$ cat config.mk
export PLATFORM = sky130hd
export DESIGN_NAME = cache_mem_arbiter_flat
export DESIGN_NICKNAME = d
export VERILOG_FILES = /design/src/rtl/cache_mem_arbiter_if.sv /design/src/rtl/cache_mem_arbiter.sv /design/src/flat_wrapper.sv
export SDC_FILE = /design/constraint.sdc
export NUM_CORES = 1
export LEC_CHECK = 0
export CAP_MARGIN = 10
export CORE_AREA = 2 2 288 290
export DETAILED_ROUTE_END_ITERATION = 12
export DIE_AREA = 0 0 290 292
export PLACE_DENSITY_LB_ADDON = 0.3
export SLEW_MARGIN = 10
export SYNTH_ARGS = -nofsm -noshare
export SYNTH_HDL_FRONTEND = slang
export SYNTH_SLANG_ARGS = --single-unit
$ cat constraint.sdc
create_clock -name clk_i -period 3.8 [get_ports clk_i]
set_clock_uncertainty 0.1 [all_clocks]
set_input_delay 0.57 -clock clk_i [delete_from_list [all_inputs] [get_ports clk_i]]
set_output_delay 0.57 -clock clk_i [all_outputs]
set_load 0.02 [all_outputs]
$ cat src/rtl/cache_mem_arbiter_if.sv
// Cache-line memory port bundle: i_cache and d_cache request/response plus memory side.
// slave = arbiter view, master = the surrounding caches/memory.
interface cache_mem_arbiter_if #(
    parameter int ADDR_W = 32,
    parameter int LINE_W = 128
);
    logic              ic_req_valid_i;
    logic [ADDR_W-1:0] ic_req_addr_i;
    logic [LINE_W-1:0] ic_rsp_data_o;
    logic              ic_rsp_ready_o;

    logic              dc_req_valid_i;
    logic              dc_req_rw_i;
    logic [ADDR_W-1:0] dc_req_addr_i;
    logic [LINE_W-1:0] dc_req_data_i;
    logic [LINE_W-1:0] dc_rsp_data_o;
    logic              dc_rsp_ready_o;

    logic              mem_req_valid_o;
    logic              mem_req_rw_o;
    logic [ADDR_W-1:0] mem_req_addr_o;
    logic [LINE_W-1:0] mem_req_data_o;
    logic [LINE_W-1:0] mem_rsp_data_i;
    logic              mem_rsp_ready_i;

    modport slave (
        input  ic_req_valid_i, ic_req_addr_i,
        input  dc_req_valid_i, dc_req_rw_i, dc_req_addr_i, dc_req_data_i,
        input  mem_rsp_data_i, mem_rsp_ready_i,
        output ic_rsp_data_o, ic_rsp_ready_o,
        output dc_rsp_data_o, dc_rsp_ready_o,
        output mem_req_valid_o, mem_req_rw_o, mem_req_addr_o, mem_req_data_o
    );

    modport master (
        output ic_req_valid_i, ic_req_addr_i,
        output dc_req_valid_i, dc_req_rw_i, dc_req_addr_i, dc_req_data_i,
        output mem_rsp_data_i, mem_rsp_ready_i,
        input  ic_rsp_data_o, ic_rsp_ready_o,
        input  dc_rsp_data_o, dc_rsp_ready_o,
        input  mem_req_valid_o, mem_req_rw_o, mem_req_addr_o, mem_req_data_o
    );
endinterface

$ cat src/rtl/cache_mem_arbiter.sv
// Round-robin arbiter sharing one cache-line memory port between i_cache and d_cache.
// Latency: request in IDLE -> mem request next cycle; ready pulse one cycle after mem completion.
// Backpressure: one transaction in flight; the loser holds valid and wins the next IDLE.
module cache_mem_arbiter #(
    parameter int ADDR_W  = 32,
    parameter int LINE_W  = 128,
    parameter int TMO_CYC = 1024
) (
    input  logic                clk_i,
    input  logic                rst_ni,
    cache_mem_arbiter_if.slave  bus,
    output logic                grant_o,
    output logic                tmo_err_o
);
    localparam int CNT_W = $clog2(TMO_CYC + 1);
    localparam logic [CNT_W-1:0] TMO_LAST = CNT_W'(TMO_CYC - 1);
    localparam logic [CNT_W-1:0] TMO_MAX  = CNT_W'(TMO_CYC);

    typedef enum logic [1:0] {ST_IDLE, ST_BUSY, ST_DONE} state_t;

    state_t            r_state;
    state_t            w_state_nxt;
    logic              w_grant_en;
    logic              w_grant_sel;
    logic              w_mem_vld;
    logic              w_done;
    logic              w_mem_cpl;

    logic              r_grant;
    logic              r_last_grant;
    logic              r_rw;
    logic [ADDR_W-1:0] r_addr;
    logic [LINE_W-1:0] r_data;
    logic [LINE_W-1:0] r_ic_rsp;
    logic [LINE_W-1:0] r_dc_rsp;
    logic [CNT_W-1:0]  r_tmo_cnt;
    logic              r_tmo_err;

    always_ff @(posedge clk_i or negedge rst_ni) begin
        if (!rst_ni) r_state <= ST_IDLE;
        else         r_state <= w_state_nxt;
    end

    always_comb begin
        w_state_nxt = r_state;
        w_grant_en  = 1'b0;
        w_grant_sel = r_last_grant;
        w_mem_vld   = 1'b0;
        w_done      = 1'b0;
        case (r_state)
            ST_IDLE: begin
                if (bus.ic_req_valid_i || bus.dc_req_valid_i) begin
                    w_grant_en  = 1'b1;
                    // On a tie, alternate away from the previous owner.
                    w_grant_sel = (bus.ic_req_valid_i && bus.dc_req_valid_i) ?
                                  ~r_last_grant : bus.dc_req_valid_i;
                    w_state_nxt = ST_BUSY;
                end
            end
            ST_BUSY: begin
                w_mem_vld = 1'b1;
                if (bus.mem_rsp_ready_i) w_state_nxt = ST_DONE;
            end
            ST_DONE: begin
                w_done      = 1'b1;
                w_state_nxt = ST_IDLE;
            end
            default: w_state_nxt = ST_IDLE;
        endcase
    end

    assign w_mem_cpl = w_mem_vld & bus.mem_rsp_ready_i;

    always_ff @(posedge clk_i or negedge rst_ni) begin
        if (!rst_ni) begin
            r_grant      <= 1'b0;
            r_last_grant <= 1'b1;
            r_rw         <= 1'b0;
            r_addr       <= '0;
            r_data       <= '0;
            r_ic_rsp     <= '0;
            r_dc_rsp     <= '0;
        end else begin
            if (w_grant_en) begin
                r_grant      <= w_grant_sel;
                r_last_grant <= w_grant_sel;
                r_rw         <= w_grant_sel & bus.dc_req_rw_i;
                r_addr       <= w_grant_sel ? bus.dc_req_addr_i : bus.ic_req_addr_i;
                r_data       <= w_grant_sel ? bus.dc_req_data_i : '0;
            end
            if (w_mem_cpl) begin
                if (r_grant) r_dc_rsp <= bus.mem_rsp_data_i;
                else         r_ic_rsp <= bus.mem_rsp_data_i;
            end
        end
    end

    // Timeout only flags a stuck memory; the transaction keeps waiting.
    always_ff @(posedge clk_i or negedge rst_ni) begin
        if (!rst_ni) begin
            r_tmo_cnt <= '0;
            r_tmo_err <= 1'b0;
        end else if (r_state == ST_BUSY) begin
            if (r_tmo_cnt != TMO_MAX)  r_tmo_cnt <= r_tmo_cnt + 1'b1;
            if (r_tmo_cnt == TMO_LAST) r_tmo_err <= 1'b1;
        end else begin
            r_tmo_cnt <= '0;
        end
    end

    assign bus.mem_req_valid_o = w_mem_vld;
    assign bus.mem_req_rw_o    = r_rw;
    assign bus.mem_req_addr_o  = r_addr;
    assign bus.mem_req_data_o  = r_data;
    assign bus.ic_rsp_data_o   = r_ic_rsp;
    assign bus.dc_rsp_data_o   = r_dc_rsp;
    assign bus.ic_rsp_ready_o  = w_done & ~r_grant;
    assign bus.dc_rsp_ready_o  = w_done & r_grant;
    assign grant_o             = r_grant;
    assign tmo_err_o           = r_tmo_err;
endmodule
$ cat src/flat_wrapper.sv
// flat-port wrapper written by rule: the top's interface ports become plain ports
module cache_mem_arbiter_flat 
#(
    parameter int ADDR_W  = 32,
    parameter int LINE_W  = 128,
    parameter int TMO_CYC = 1024
)
  (clk_i, rst_ni, grant_o, tmo_err_o, bus_ic_req_valid_i, bus_ic_req_addr_i, bus_dc_req_valid_i, bus_dc_req_rw_i, bus_dc_req_addr_i, bus_dc_req_data_i, bus_mem_rsp_data_i, bus_mem_rsp_ready_i, bus_ic_rsp_data_o, bus_ic_rsp_ready_o, bus_dc_rsp_data_o, bus_dc_rsp_ready_o, bus_mem_req_valid_o, bus_mem_req_rw_o, bus_mem_req_addr_o, bus_mem_req_data_o);
  cache_mem_arbiter_if #(.ADDR_W(ADDR_W), .LINE_W(LINE_W)) bus_i ();
  input  logic clk_i;
  input  logic rst_ni;
  output logic grant_o;
  output logic tmo_err_o;
  input wire logic [$bits(bus_i.ic_req_valid_i)-1:0] bus_ic_req_valid_i;
  input wire logic [$bits(bus_i.ic_req_addr_i)-1:0] bus_ic_req_addr_i;
  input wire logic [$bits(bus_i.dc_req_valid_i)-1:0] bus_dc_req_valid_i;
  input wire logic [$bits(bus_i.dc_req_rw_i)-1:0] bus_dc_req_rw_i;
  input wire logic [$bits(bus_i.dc_req_addr_i)-1:0] bus_dc_req_addr_i;
  input wire logic [$bits(bus_i.dc_req_data_i)-1:0] bus_dc_req_data_i;
  input wire logic [$bits(bus_i.mem_rsp_data_i)-1:0] bus_mem_rsp_data_i;
  input wire logic [$bits(bus_i.mem_rsp_ready_i)-1:0] bus_mem_rsp_ready_i;
  output wire logic [$bits(bus_i.ic_rsp_data_o)-1:0] bus_ic_rsp_data_o;
  output wire logic [$bits(bus_i.ic_rsp_ready_o)-1:0] bus_ic_rsp_ready_o;
  output wire logic [$bits(bus_i.dc_rsp_data_o)-1:0] bus_dc_rsp_data_o;
  output wire logic [$bits(bus_i.dc_rsp_ready_o)-1:0] bus_dc_rsp_ready_o;
  output wire logic [$bits(bus_i.mem_req_valid_o)-1:0] bus_mem_req_valid_o;
  output wire logic [$bits(bus_i.mem_req_rw_o)-1:0] bus_mem_req_rw_o;
  output wire logic [$bits(bus_i.mem_req_addr_o)-1:0] bus_mem_req_addr_o;
  output wire logic [$bits(bus_i.mem_req_data_o)-1:0] bus_mem_req_data_o;
  assign bus_i.ic_req_valid_i = bus_ic_req_valid_i;
  assign bus_i.ic_req_addr_i = bus_ic_req_addr_i;
  assign bus_i.dc_req_valid_i = bus_dc_req_valid_i;
  assign bus_i.dc_req_rw_i = bus_dc_req_rw_i;
  assign bus_i.dc_req_addr_i = bus_dc_req_addr_i;
  assign bus_i.dc_req_data_i = bus_dc_req_data_i;
  assign bus_i.mem_rsp_data_i = bus_mem_rsp_data_i;
  assign bus_i.mem_rsp_ready_i = bus_mem_rsp_ready_i;
  assign bus_ic_rsp_data_o = bus_i.ic_rsp_data_o;
  assign bus_ic_rsp_ready_o = bus_i.ic_rsp_ready_o;
  assign bus_dc_rsp_data_o = bus_i.dc_rsp_data_o;
  assign bus_dc_rsp_ready_o = bus_i.dc_rsp_ready_o;
  assign bus_mem_req_valid_o = bus_i.mem_req_valid_o;
  assign bus_mem_req_rw_o = bus_i.mem_req_rw_o;
  assign bus_mem_req_addr_o = bus_i.mem_req_addr_o;
  assign bus_mem_req_data_o = bus_i.mem_req_data_o;
  cache_mem_arbiter #(.ADDR_W(ADDR_W), .LINE_W(LINE_W), .TMO_CYC(TMO_CYC)) u_core (.clk_i(clk_i), .rst_ni(rst_ni), .bus(bus_i), .grant_o(grant_o), .tmo_err_o(tmo_err_o));
endmodule
* After elaboration in Yosys (flattened, before gate mapping) *
Index checks and enable logic that the tools add are counted.

cells by class
  add/subtract/negate cells = 1
  equality and inequality tests = 7
  multiplexer cells = 14
  bitwise gates (word level) = 6
  reductions and logical operators = 7

operator list
  kind                   count
  $mux 128               1
  $mux 32                1
  $mux 11                2
  $add 11x1->11 const B  1
  $eq 11x10->1 const B   1
  $ne 11x11->1 const B   1
  $reduce_and 2->1       4
  $mux 1                 7
  $and 1x1->1            4
  $mux 2                 2
  $ne 2x2->1 const B     2
  $pmux 2 s2             1
  $eq 2x1->1 const B     1
  $eq 2x2->1 const B     1
  $logic_not 2->1        1
  $ne 2x1->1 const B     1
  $not 1->1              2
  $logic_and 1x1->1      1
  $logic_or 1x1->1       1

word-level totals
  register bits = 433
  output and inout port bits = 422

* Logic depth before layout (Yosys ltp) *
  depth after elaboration = 5
  mapped depth = 7

* Worst setup path before layout *
OpenSTA, ideal clock, no wires.

  path kind = input to register
  from = in bus_ic_req_valid_i
  to = reg u_core.r_data[0], in the netlist u_core.bus.mem_req_data_o[0]
  arrival = 1.514 ns
  data required time = 3.579 ns
  slack = 2.065 ns
  stages = 7
  path buffers = 4
  path through = buf_2 a21boi_2 and2_1 buf_2 buf_6 buf_6 a22o_1

between the ends
  cells in the longest elaborated chain, start to end = 5
  elaborated cells on any way between the ends = 8
  classes of those cells = mux (6); reduce/logical (2)

RTL lines
  element               line                     text
  from (decl)           flat_wrapper.sv:14       input wire logic [$bits(bus_i.ic_req_valid_i)-1:0] bus_ic_req_valid_i;
  $logic_and 1x1->1     cache_mem_arbiter.sv:55  w_grant_sel = (bus.ic_req_valid_i && bus.dc_req_valid_i) ?
  $mux 1                cache_mem_arbiter.sv:55
  $mux 1                cache_mem_arbiter.sv:52  if (bus.ic_req_valid_i || bus.dc_req_valid_i) begin
  $mux 1                cache_mem_arbiter.sv:50  case (r_state)
  $mux 128              cache_mem_arbiter.sv:89  r_data <= w_grant_sel ? bus.dc_req_data_i : '0;
  to (signal assigned)  cache_mem_arbiter.sv:89
  to (decl)             cache_mem_arbiter.sv:33  logic [LINE_W-1:0] r_data;

Several ways; a longest one is shown, not always the timed one.
A chain may end at the register's enable or synchronous reset.

* Worst setup path after layout *
  from = reg u_core.r_grant, in the netlist u_core.grant_o
  to = out bus_ic_rsp_ready_o

between the ends
  cells in the longest elaborated chain, start to end = 2

RTL lines
  element                 line                      text
  from (decl)             cache_mem_arbiter.sv:29   logic r_grant;
  from (signal assigned)  cache_mem_arbiter.sv:85   r_grant <= w_grant_sel;
  $not 1->1               cache_mem_arbiter.sv:117  assign bus.ic_rsp_ready_o = w_done & ~r_grant;
  $and 1x1->1             cache_mem_arbiter.sv:117
  to (decl)               flat_wrapper.sv:23        output wire logic [$bits(bus_i.ic_rsp_ready_o)-1:0] bus_ic_rsp_ready_o;

Every way passes these cells.

==> results.toml <==
[outcome]
status = "completed"

[grt]
grt-ovfl-total = 0
grt_pass1_wl_mm = 88.4
antenna_found_initial = 10
use_met3_pct = 5.04
grt_util_all_layers_pct = 13.6
grt_max_degree = 131
grt_util_met2_pct = 24.3
grt_use_met1_pct = 14.7
grt_pass1_vias = 13200
grt_most_used_layer = "met2"

[yosys]
synth_top_area_share_pct = 64.0
avgSynthCellArea_um2 = 16.4
synth.distinct_cells = 42
synth_top_area_cell = "dfrtp_1"
syn_inst = 1028
syn_nets = 1356
ys.flop_type = "dfrtp_1"
synth_warnings = 0
synthArstFlopShare_pct = 100
netlist_area_um2 = 16900
synthTopCellsByCount = "dfrtp_1, mux2_2, a22o_1"
yosys_register_bits = 433
yosysSeqAreaShare_pct = 64.1
synth_area_leaders = "dfrtp_1, mux2_4, mux2_2"
synth_edf_count = 0
yosysMostFrequentCell = "dfrtp_1"

[setup_path]
required_ps = 3130
worstSetupPathType = "reg2out"
worstPathMaxFanout = 6
reg2reg_from = "u_core.r_state[0]$_DFFE_PN0P_"
cp-end-kind = "output pin"
crit_arrival_ps = 2380
startpoint = "u_core.grant_o$_DFFE_PN0P_"
critPathLaunchType = "flop"

[sta]
setup_tns_ps = 0
hold_viol = 0
drv_slew = 0
fin_crit_sh_pct = 80.2
slew_headroom_pct = 36.6
fmax_ghz = 0.328
fin_crit_ps = 3050
rsz0062_at_grt = "no"
worst_pin_slew_ps = 948
timing.hold.ws_ps = 370
setup_viol = 0

[power]
p_sw_mw = 9.23
ir_drop_v = 0.000390
p_sw_share_pct = 35.9
power_density_nw_per_um2 = 942
clkPwrFrac_pct = 19.8
combPwrFrac_pct = 48.2
seqPwrFrac_pct = 31.9
power.leakage_nw = 11.6
intPower_mw = 16.5

[detailed_routing]
vias = 12000
drc_errors = 0
vias_per_cell = 4.15
drt_iter0_markers = 396
drt-total-wl_mm = 59.5
ant_nets = 0
wire_per_inst_um = 20.6
dr.pass1.iters = 4

[floorplanning]
chipHeight_um = 292
num_rows = 105
initial_core_util_pct = 20.7
die_x_um = 290
die_area_um2 = 84700
core_um2 = 81600
io_pins = 748

[clock_network]
cts_resized = 0
numCtsBuffers = 50
htree_num_levels = 2
worstSkewPairLatency_ps = 570
hold_buffers = 1
clock_sinks = 433
postCtsSetupBuffers = 0
clkSlewWorstSetupHoldPaths_ps = 60
clockBufferDepth = 3
cts_tree = "done"
cts_root_buf = "clkbuf_16"

[cells_and_area]
layout-drive-gt1-share_pct = 20.6
syn_to_final_growth_pct = 61.5
fin_nets = 2105

[min_path]
worstHoldStart = "bus_ic_req_valid_i"
min_path_type = "in2reg"

[place]
post-dp-hpwl_mm = 44.1
port_buffers = 747
globalplace.congestion = 0.810

[job]
drv_cap = 0
[registers in the layout, summed over array words and instances, names as in the netlist]
| register | count |
|---|---|
| u_core.grant_o | 1 |
| u_core.r_last_grant | 1 |
| u_core.r_state | 2 |
| u_core.bus.ic_rsp_data_o | 128 |
| u_core.bus.mem_req_data_o | 128 |
| u_core.bus.mem_req_addr_o | 32 |
| u_core.bus.dc_rsp_data_o | 128 |
| u_core.r_tmo_cnt | 11 |
| u_core.bus.mem_req_rw_o | 1 |
| u_core.tmo_err_o | 1 |
[layout by cell type, fill, tap and decap left out, drive strengths merged, types with 2 or more instances in the layout]
cell	count
a21oi	8
a22o	129
a311o	2
a32oi	32
and2	2
and4	2
buf	27
bufinv	7
clkbuf	70
clkdlybuf4s50	745
clkinv	8
dfrtp	432
diode	7
ha	2
inv	7
mux2	256
nand2	6
nand2b	3
nand3	7
nand4	3
nor2	4
nor3b	3
o21ai	4
o2bb2ai	32
o31ai	3
or4	3
xor2	2
[power by group through the flow]
stage / clock (mW) / combinational [mW] / sequential [mW]
3_5_place_dp: 0 / 12.6 / 8.23
3_3_place_gp: 0 / 12.5 / 8.19
5_1_grt: 5.49 / 13.0 / 8.49
6_report: 5.10 / 12.4 / 8.20
4_1_cts: 5.30 / 12.6 / 8.22
2_1_floorplan: 0 / 3.67 / 10.8
[final cells by class]
class	instances	area (µm²)
fillers	7982	54300
flip-flops and latches	433	10800
repair buffers	773	7840
multi-input cells	513	5490
clock buffers	70	1470
well taps	1070	1340
clock inverters	17	274
inverters	6	22.5
diodes	7	17.5
[path summary, 6_finish.rpt]
check | end | slack [ps] | cells past startpoint
max | bus_ic_rsp_ready_o | 750 | 3
min | u_core.r_last_grant$_DFFE_PN1P_ | 370 | 2
max reg2reg | u_core.bus.mem_req_data_o[78]$_DFFE_PN0P_ | 1210 | 4
min reg2reg | u_core.tmo_err_o$_DFFE_PN0P_ | 380 | 1
max in group asynchronous | u_core.bus.mem_req_data_o[37]$_DFFE_PN0P_ | 2190 | 3
min in group asynchronous | u_core.bus.ic_rsp_data_o[9]$_DFFE_PN0P_ | 560 | 2
[metrics by stage]
step | area, µm² | worst slack (ps) | cells | utilization (%) | power (mW)
after floorplan | 16900 | 2070 | 1028 | - | 14.5
after global placement | 25500 | 1120 | 2794 | 31.3 | 20.7
after detailed placement | 25500 | 1080 | 2794 | 31.3 | 20.8
after CTS | 27300 | 612 | 2882 | 33.4 | 26.1
after global routing | 27300 | 615 | 2886 | 33.4 | 27.0
final | 27300 | 753 | 2889 | 33.4 | 25.7
[metal layers]
| layer | up-vias | wire length, µm |
|---|---|---|
| met1 | 6035 | 22000 |
| met2 | 512 | 30400 |
| li1 | 5358 | - |
| met5 | - | 27 |
| met4 | 4 | 2010 |
| met3 | 87 | 5130 |
[critical path, cell delays in order (launching register included)]
cell,delay [ps]
dfrtp_1,520
nor3b_1,310
buf_4,160
clkdlybuf4s50_1,810
[cells by family after synthesis]
| kind of cell | count (synthesis) | synth area share (%) |
|---|---|---|
| compound gates | 214 | 10.8 |
| xor+xnor | 2 | 0.104 |
| fa+ha+maj | 2 | 0.148 |
| buf+inv | 82 | 3.61 |
| flops | 433 | 64.1 |
| mux | 257 | 19.8 |
| simple gates | 38 | 1.42 |
Note: power is estimated with default switching activity, not from simulation.
